`src/rtl/vga_timing_gen.sv`:
```
// -----------------------------------------------------------------------------
// vga_timing_gen
//
// Parametrised VGA/SVGA raster timing generator. A pair of free-running
// counters walks the raster. Display enable and both syncs are decoded from
// those counters into a registered "stage 0". A CE-qualified delay line then
// re-times them so they line up with a downstream pixel pipeline of known
// latency. Line, frame and vertical-blank strobes are decoded directly from the
// current counter values. They are not delayed, so fetch logic gets them as
// early as possible.
//
// Ports
//   PIXEL_CLOCK  in   1     pixel clock, all logic on the rising edge
//   RESET_N      in   1     asynchronous active-low reset
//   CE           in   1     count enable; counters and delay line advance on 1
//   X            out  X_W   horizontal count, 0 .. H_TOTAL-1
//   Y            out  Y_W   vertical count,   0 .. V_TOTAL-1
//   DE           out  1     display enable, latency 1+PIPE_DELAY enabled cycles
//   HS           out  1     horizontal sync (H_POL when active), same latency
//   VS           out  1     vertical sync (V_POL when active), same latency
//   LINE_START   out  1     X==0 while CE=1
//   FRAME_START  out  1     X==0 and Y==0 while CE=1
//   VBLANK_IRQ   out  1     X==0 and Y==V_ACTIVE while CE=1
// -----------------------------------------------------------------------------
module vga_timing_gen #(
    parameter int H_ACTIVE   = 800,
    parameter int H_FRONT    = 40,
    parameter int H_SYNC     = 128,
    parameter int H_BACK     = 88,
    parameter int V_ACTIVE   = 600,
    parameter int V_FRONT    = 1,
    parameter int V_SYNC     = 4,
    parameter int V_BACK     = 23,
    parameter int H_POL      = 1,
    parameter int V_POL      = 1,
    parameter int X_W        = 11,
    parameter int Y_W        = 10,
    parameter int PIPE_DELAY = 2
) (
    input  logic           PIXEL_CLOCK,
    input  logic           RESET_N,
    input  logic           CE,
    output logic [X_W-1:0] X,
    output logic [Y_W-1:0] Y,
    output logic           DE,
    output logic           HS,
    output logic           VS,
    output logic           LINE_START,
    output logic           FRAME_START,
    output logic           VBLANK_IRQ
);

    // -------------------------------------------------------------------------
    // Derived geometry
    // -------------------------------------------------------------------------
    localparam int H_TOTAL = H_ACTIVE + H_FRONT + H_SYNC + H_BACK;
    localparam int V_TOTAL = V_ACTIVE + V_FRONT + V_SYNC + V_BACK;

    // -------------------------------------------------------------------------
    // Elaboration-time sanity checks. Widths are capped at 30 bits so that
    // the capacity expression below stays within a positive int.
    // -------------------------------------------------------------------------
    generate
        if (H_ACTIVE < 1 || V_ACTIVE < 1) begin : g_bad_active
            $fatal(1, "vga_timing_gen: active area must be at least 1x1");
        end
        if (H_FRONT < 1 || H_SYNC < 1 || H_BACK < 1) begin : g_bad_h_porch
            $fatal(1, "vga_timing_gen: horizontal porch/sync widths must be >= 1");
        end
        if (V_FRONT < 1 || V_SYNC < 1 || V_BACK < 1) begin : g_bad_v_porch
            $fatal(1, "vga_timing_gen: vertical porch/sync widths must be >= 1");
        end
        if (X_W < 1 || X_W > 30 || (H_TOTAL - 1) >= (1 << X_W)) begin : g_bad_x_w
            $fatal(1, "vga_timing_gen: X_W too narrow for H_TOTAL-1");
        end
        if (Y_W < 1 || Y_W > 30 || (V_TOTAL - 1) >= (1 << Y_W)) begin : g_bad_y_w
            $fatal(1, "vga_timing_gen: Y_W too narrow for V_TOTAL-1");
        end
        if (PIPE_DELAY < 0 || PIPE_DELAY > 8) begin : g_bad_pipe
            $fatal(1, "vga_timing_gen: PIPE_DELAY must be in 0..8");
        end
    endgenerate

    // Counter-width copies of the decode boundaries. The porches are all at
    // least one wide, so every boundary is <= TOTAL-1 and fits the counter.
    localparam logic [X_W-1:0] X_LAST     = X_W'(H_TOTAL - 1);
    localparam logic [X_W-1:0] X_ACT_END  = X_W'(H_ACTIVE);
    localparam logic [X_W-1:0] X_HS_START = X_W'(H_ACTIVE + H_FRONT);
    localparam logic [X_W-1:0] X_HS_END   = X_W'(H_ACTIVE + H_FRONT + H_SYNC);

    localparam logic [Y_W-1:0] Y_LAST     = Y_W'(V_TOTAL - 1);
    localparam logic [Y_W-1:0] Y_ACT_END  = Y_W'(V_ACTIVE);
    localparam logic [Y_W-1:0] Y_VS_START = Y_W'(V_ACTIVE + V_FRONT);
    localparam logic [Y_W-1:0] Y_VS_END   = Y_W'(V_ACTIVE + V_FRONT + V_SYNC);

    localparam logic HS_ACT = (H_POL != 0);
    localparam logic VS_ACT = (V_POL != 0);

    // -------------------------------------------------------------------------
    // Raster counters
    // -------------------------------------------------------------------------
    logic [X_W-1:0] x_reg;
    logic [X_W-1:0] x_next;
    logic [Y_W-1:0] y_reg;
    logic [Y_W-1:0] y_next;

    always_comb begin
        x_next = x_reg;
        y_next = y_reg;
        if (CE) begin
            if (x_reg == X_LAST) begin
                x_next = '0;
                // The last pixel of the last line wraps straight to (0,0),
                // with no dead cycle in between.
                y_next = (y_reg == Y_LAST) ? '0 : y_reg + Y_W'(1);
            end else begin
                x_next = x_reg + X_W'(1);
            end
        end
    end

    always_ff @(posedge PIXEL_CLOCK or negedge RESET_N) begin
        if (!RESET_N) begin
            x_reg <= '0;
            y_reg <= '0;
        end else begin
            x_reg <= x_next;
            y_reg <= y_next;
        end
    end

    // -------------------------------------------------------------------------
    // Stage 0 decode from the pre-increment counter values
    // -------------------------------------------------------------------------
    logic de_s0_next;
    logic hs_s0_next;
    logic vs_s0_next;

    always_comb begin
        de_s0_next = (x_reg < X_ACT_END) && (y_reg < Y_ACT_END);
        hs_s0_next = ~HS_ACT;
        vs_s0_next = ~VS_ACT;
        if ((x_reg >= X_HS_START) && (x_reg < X_HS_END)) begin
            hs_s0_next = HS_ACT;
        end
        // VS depends only on Y, so it can only change at a line boundary.
        if ((y_reg >= Y_VS_START) && (y_reg < Y_VS_END)) begin
            vs_s0_next = VS_ACT;
        end
    end

    // Index 0 is stage 0. Index PIPE_DELAY drives the outputs, so with
    // PIPE_DELAY=0 the outputs come straight from stage 0.
    logic de_pipe_reg [0:PIPE_DELAY];
    logic hs_pipe_reg [0:PIPE_DELAY];
    logic vs_pipe_reg [0:PIPE_DELAY];

    always_ff @(posedge PIXEL_CLOCK or negedge RESET_N) begin
        if (!RESET_N) begin
            de_pipe_reg[0] <= 1'b0;
            hs_pipe_reg[0] <= ~HS_ACT;
            vs_pipe_reg[0] <= ~VS_ACT;
        end else if (CE) begin
            de_pipe_reg[0] <= de_s0_next;
            hs_pipe_reg[0] <= hs_s0_next;
            vs_pipe_reg[0] <= vs_s0_next;
        end
    end

    // Delay line. Each stage advances only on CE, so the alignment to the
    // counters is counted in enabled cycles, not raw clocks.
    generate
        for (genvar gi = 1; gi <= PIPE_DELAY; gi++) begin : g_pipe
            always_ff @(posedge PIXEL_CLOCK or negedge RESET_N) begin
                if (!RESET_N) begin
                    de_pipe_reg[gi] <= 1'b0;
                    hs_pipe_reg[gi] <= ~HS_ACT;
                    vs_pipe_reg[gi] <= ~VS_ACT;
                end else if (CE) begin
                    de_pipe_reg[gi] <= de_pipe_reg[gi-1];
                    hs_pipe_reg[gi] <= hs_pipe_reg[gi-1];
                    vs_pipe_reg[gi] <= vs_pipe_reg[gi-1];
                end
            end
        end
    endgenerate

    // -------------------------------------------------------------------------
    // Outputs
    // -------------------------------------------------------------------------
    logic x_at_zero;
    logic strobe_ok;

    assign x_at_zero = (x_reg == '0);
    // The counters sit at (0,0) during reset. Gating with RESET_N keeps the
    // strobes quiet until the first enabled cycle after release.
    assign strobe_ok = RESET_N && CE && x_at_zero;

    assign X           = x_reg;
    assign Y           = y_reg;
    assign DE          = de_pipe_reg[PIPE_DELAY];
    assign HS          = hs_pipe_reg[PIPE_DELAY];
    assign VS          = vs_pipe_reg[PIPE_DELAY];
    assign LINE_START  = strobe_ok;
    assign FRAME_START = strobe_ok && (y_reg == '0);
    assign VBLANK_IRQ  = strobe_ok && (y_reg == Y_ACT_END);

endmodule

```
`config.mk`:
```
export PLATFORM = sky130hd
export DESIGN_NAME = vga_timing_gen
export DESIGN_NICKNAME = d
export VERILOG_FILES = /design/src/rtl/vga_timing_gen.sv
export SDC_FILE = /design/constraint.sdc
export NUM_CORES = 1
export LEC_CHECK = 0
export ABC_AREA = 1
export ABC_CLOCK_PERIOD_IN_PS = 1400
export BUFFER_PORTS_ARGS = -buffer_cell sky130_fd_sc_hd__buf_2
export CAP_MARGIN = 20
export CORE_MARGIN = 2
export CORE_UTILIZATION = 56
export CTS_CLUSTER_SIZE = 10
export DETAILED_ROUTE_END_ITERATION = 8
export PLACE_DENSITY = 0.86
export SLEW_MARGIN = 20
export SYNTH_ARGS = -nofsm -noshare
export SYNTH_HDL_FRONTEND = slang
export SYNTH_SLANG_ARGS = --single-unit
```
`constraint.sdc`:
```
create_clock -name PIXEL_CLOCK -period 1.4 [get_ports PIXEL_CLOCK]
set_input_delay 0.21 -clock PIXEL_CLOCK [delete_from_list [all_inputs] [get_ports PIXEL_CLOCK]]
set_output_delay 0.21 -clock PIXEL_CLOCK [all_outputs]
set_load 0.005 [all_outputs]
```
==> key figures <==
GRT
  • Initial antenna violation count: 0
  • Largest net degree at the start of global routing: 31
  • First-pass GRT wire length: 7650 um
  • Tot GR Track Use: 28.0%
  • Total gr overflow: 0
  • Number of global-route vias before repair: 1773

STA
  • RSZ-0062 raised after global routing: true
  • Slew Limit Fails: 0
  • Endpoints failing hold: 0
  • Setup-failing EPs final: 10
  • Tcrit/Tclk final: 121%
  • Worst setup margin: -0.297 ns
  • Rel. slew slack: 75.3%
  • Worst-Margin Slew: 0.371 ns
  • Min cycle time layout: 1.70 ns
  • Max Fclk: 0.589 GHz
  • Clk_skew: 0.00353 ns

Outcome
  • Status: finished, violations left
  • Failing checks: setup timing

Die
  • Die height: 61.3 um
  • Starting Density: 59.8%
  • Die area: 0.00376 mm2
  • # IOs: 30
  • Die W: 61.3 um
  • Core ar.: 0.00308 mm2
  • Rows: 20

Worst setup path
  • Critical path peak fanout: 3
  • Crit path max-delay cell type: dfrtp_1
  • Buf/Inv on CP: 2
  • CP delay by family, top: simple AND/OR/NAND/NOR gates
  • CP required: 1.19 ns
  • Crit path largest cell delay: 0.41 ns
  • Startpoint types: register
  • Worst setup EP type: output pin
  • Worst-path cell chain: inv_1, nand3_2, nor3_2, nand2_2, nor2_1, buf_2
  • Crit path arrival time: 1.49 ns
  • WS Path Type: reg2out

Synth
  • Synth area leader: dfrtp_1
  • YS warnings: 0
  • Synth top area share: 40.8%
  • #FFs+latches synth: 30
  • Post-synth cell types: 25
  • Gate Count Post-Synth: 253
  • Seq/Total Area, Yosys: 40.8%
  • Net Count, Synth: 261
  • Mapped Area: 0.00184 mm2
  • Synth area leaders: dfrtp_1 41%, nand2_1 17%, inv_1 6.3%, nand3_1 5.2%, nor2_1 4.1%
  • Synthesized area per cell: 7.27 um2

Clock network
  • CTS tree: built
  • Clk sinks: 30
  • Root buffer cell: clkbuf_4
  • Clock Path Buffers: 2
  • TritonCTS buffer count: 5
  • H-tree lvl count: 2
  • Clock transition at path regs: 0.09 ns
  • Clk_lat worst skew: 0.34 ns

Routing
  • Avg WL per Cell: 13.5 um
  • DRC: 0
  • DRT Pass-1 Iters: 5
  • Initial drt markers: 130
  • Total routed wirelength: 4940 um
  • Via count: 1964
  • Avg Vias per Cell: 5.35
  • DRT antenna net count: 0

Layout
  • Share of cells above drive strength 1: 35.3%
  • Final Net Count: 330
  • Most common cell after layout, fill and taps aside: nand2_1
  • Most frequent cells in the layout: 80 x nand2_1, 34 x buf_4, 29 x dfrtp_1
  • Area Growth Syn to Fin: 36.7%
  • Antenna cell count: 0
  • Final Util: 81.7%
  • Max reg flops: 11

Power
  • PwrDens: 1200 mW/mm2
  • Worst VDD drop: 1.09 mV
  • LEAKAGE: 1.34 nW

Run
  • Max_cap viols: 0

Placement
  • I/O Buffers: 29
  • Pre-CTS WS: -0.0289 ns
  • Hpwl dp: 3210 um
  • Final Wtd Congestion: 0.949

Min path
  • HP Class: in2reg
[cell usage after synthesis]
library cell  instances
xor2_1                5
nand2_1              83
nor3_1                5
clkbuf_1              1
o21ai_0              13
nor2_1               20
buf_6                 1
nand4_2               1
o21ai_2               1
buf_2                 1
a21oi_1               4
inv_1                31
dfrtp_1              30
buf_4                 3
nand4_1              10
o21ai_1               3
nand3b_1              2
o31a_1                1
nand3_2               1
ha_1                  5
nand3_1              19
nand2_2               3
nor2_4                5
nor4_1                2
inv_2                 3
[final cells by class]
cell class	instances	area, um2
Multi-Input combinational cell	183	1050
Sequential cell	30	752
Fill cell	190	563
Timing Repair Buffer	68	470
Inverter	34	128
Clock buffer	7	55.1
Tap cell	44	55.1
Clock inverter	1	5.00
[per-stage QoR]
stage / hold WS (ns) / instances / setup TNS (ns) / power, mW / area (um2)
3_3_place_gp: 0.283 / 347 / 0 / 2.23 / 2210
4_1_cts: 0.217 / 362 / -0.860 / 2.91 / 2370
3_5_place_dp: 0.287 / 347 / -0.0289 / 2.27 / 2210
5_1_grt: 0.248 / 367 / -2.30 / 3.21 / 2510
6_report: 0.224 / 367 / -0.977 / 3.02 / 2510
2_1_floorplan: -0.0856 / 253 / 0 / 1.76 / 1840
[report_power, final]
part	switching, mW	internal [mW]	leakage (nW)
registers	0.120	1.03	0.383
logic	0.791	0.531	0.923
clock network	0.305	0.243	0.0353
total	1.22	1.80	1.34
[worst paths after layout]
path / startpoint / endpoint / slack [ns] / cells past startpoint
max reg2reg: X[0] / Y[3] / -0.05 / 8
min: CE / X[1] / 0.22 / 2
max in group asynchronous: RESET_N / Y[2] / 0.65 / 3
min in group asynchronous: RESET_N / X[4] / 0.46 / 3
min reg2reg: DE / DE / 0.47 / 2
max: X[4] / FRAME_START / -0.30 / 6
[timing repair]
action	CTS	global route
hold endpoints to repair	30	0
pin swaps	7	8
setup endpoints to repair	4	24
resized for setup	12	26
buffers inserted	6	6
hold buffers	1	0
gates cloned	0	0
[kinds of logic (layout without fill, tap and decap cells)]
group / count (synthesis) / count (layout) / share of synthesized area, %
AOI/OAI and AO/OA: 22 / 22 / 6.39
xor gates and xnor gates: 5 / 5 / 2.38
adders and majority gates: 5 / 5 / 3.40
buffers and inverters: 40 / 110 / 9.25
DFF: 30 / 30 / 40.8
and+or+nand+nor: 151 / 151 / 37.8
[routing by layer]
| metal | global-route usage (%) | share of wire (%) | wire, um | vias to the layer above |
|---|---|---|---|---|
| met2 | 43.8 | 47 | 2320 | 89 |
| met3 | 8.61 | 7.0 | 344 | 22 |
| met1 | 35.8 | 42 | 2090 | 909 |
| li1 | - | - | - | 944 |
| met5 | 0 | 0 | 0 | - |
| met4 | 12.4 | 3.9 | 191 | 0 |
(Power assumes the default switching activity.)
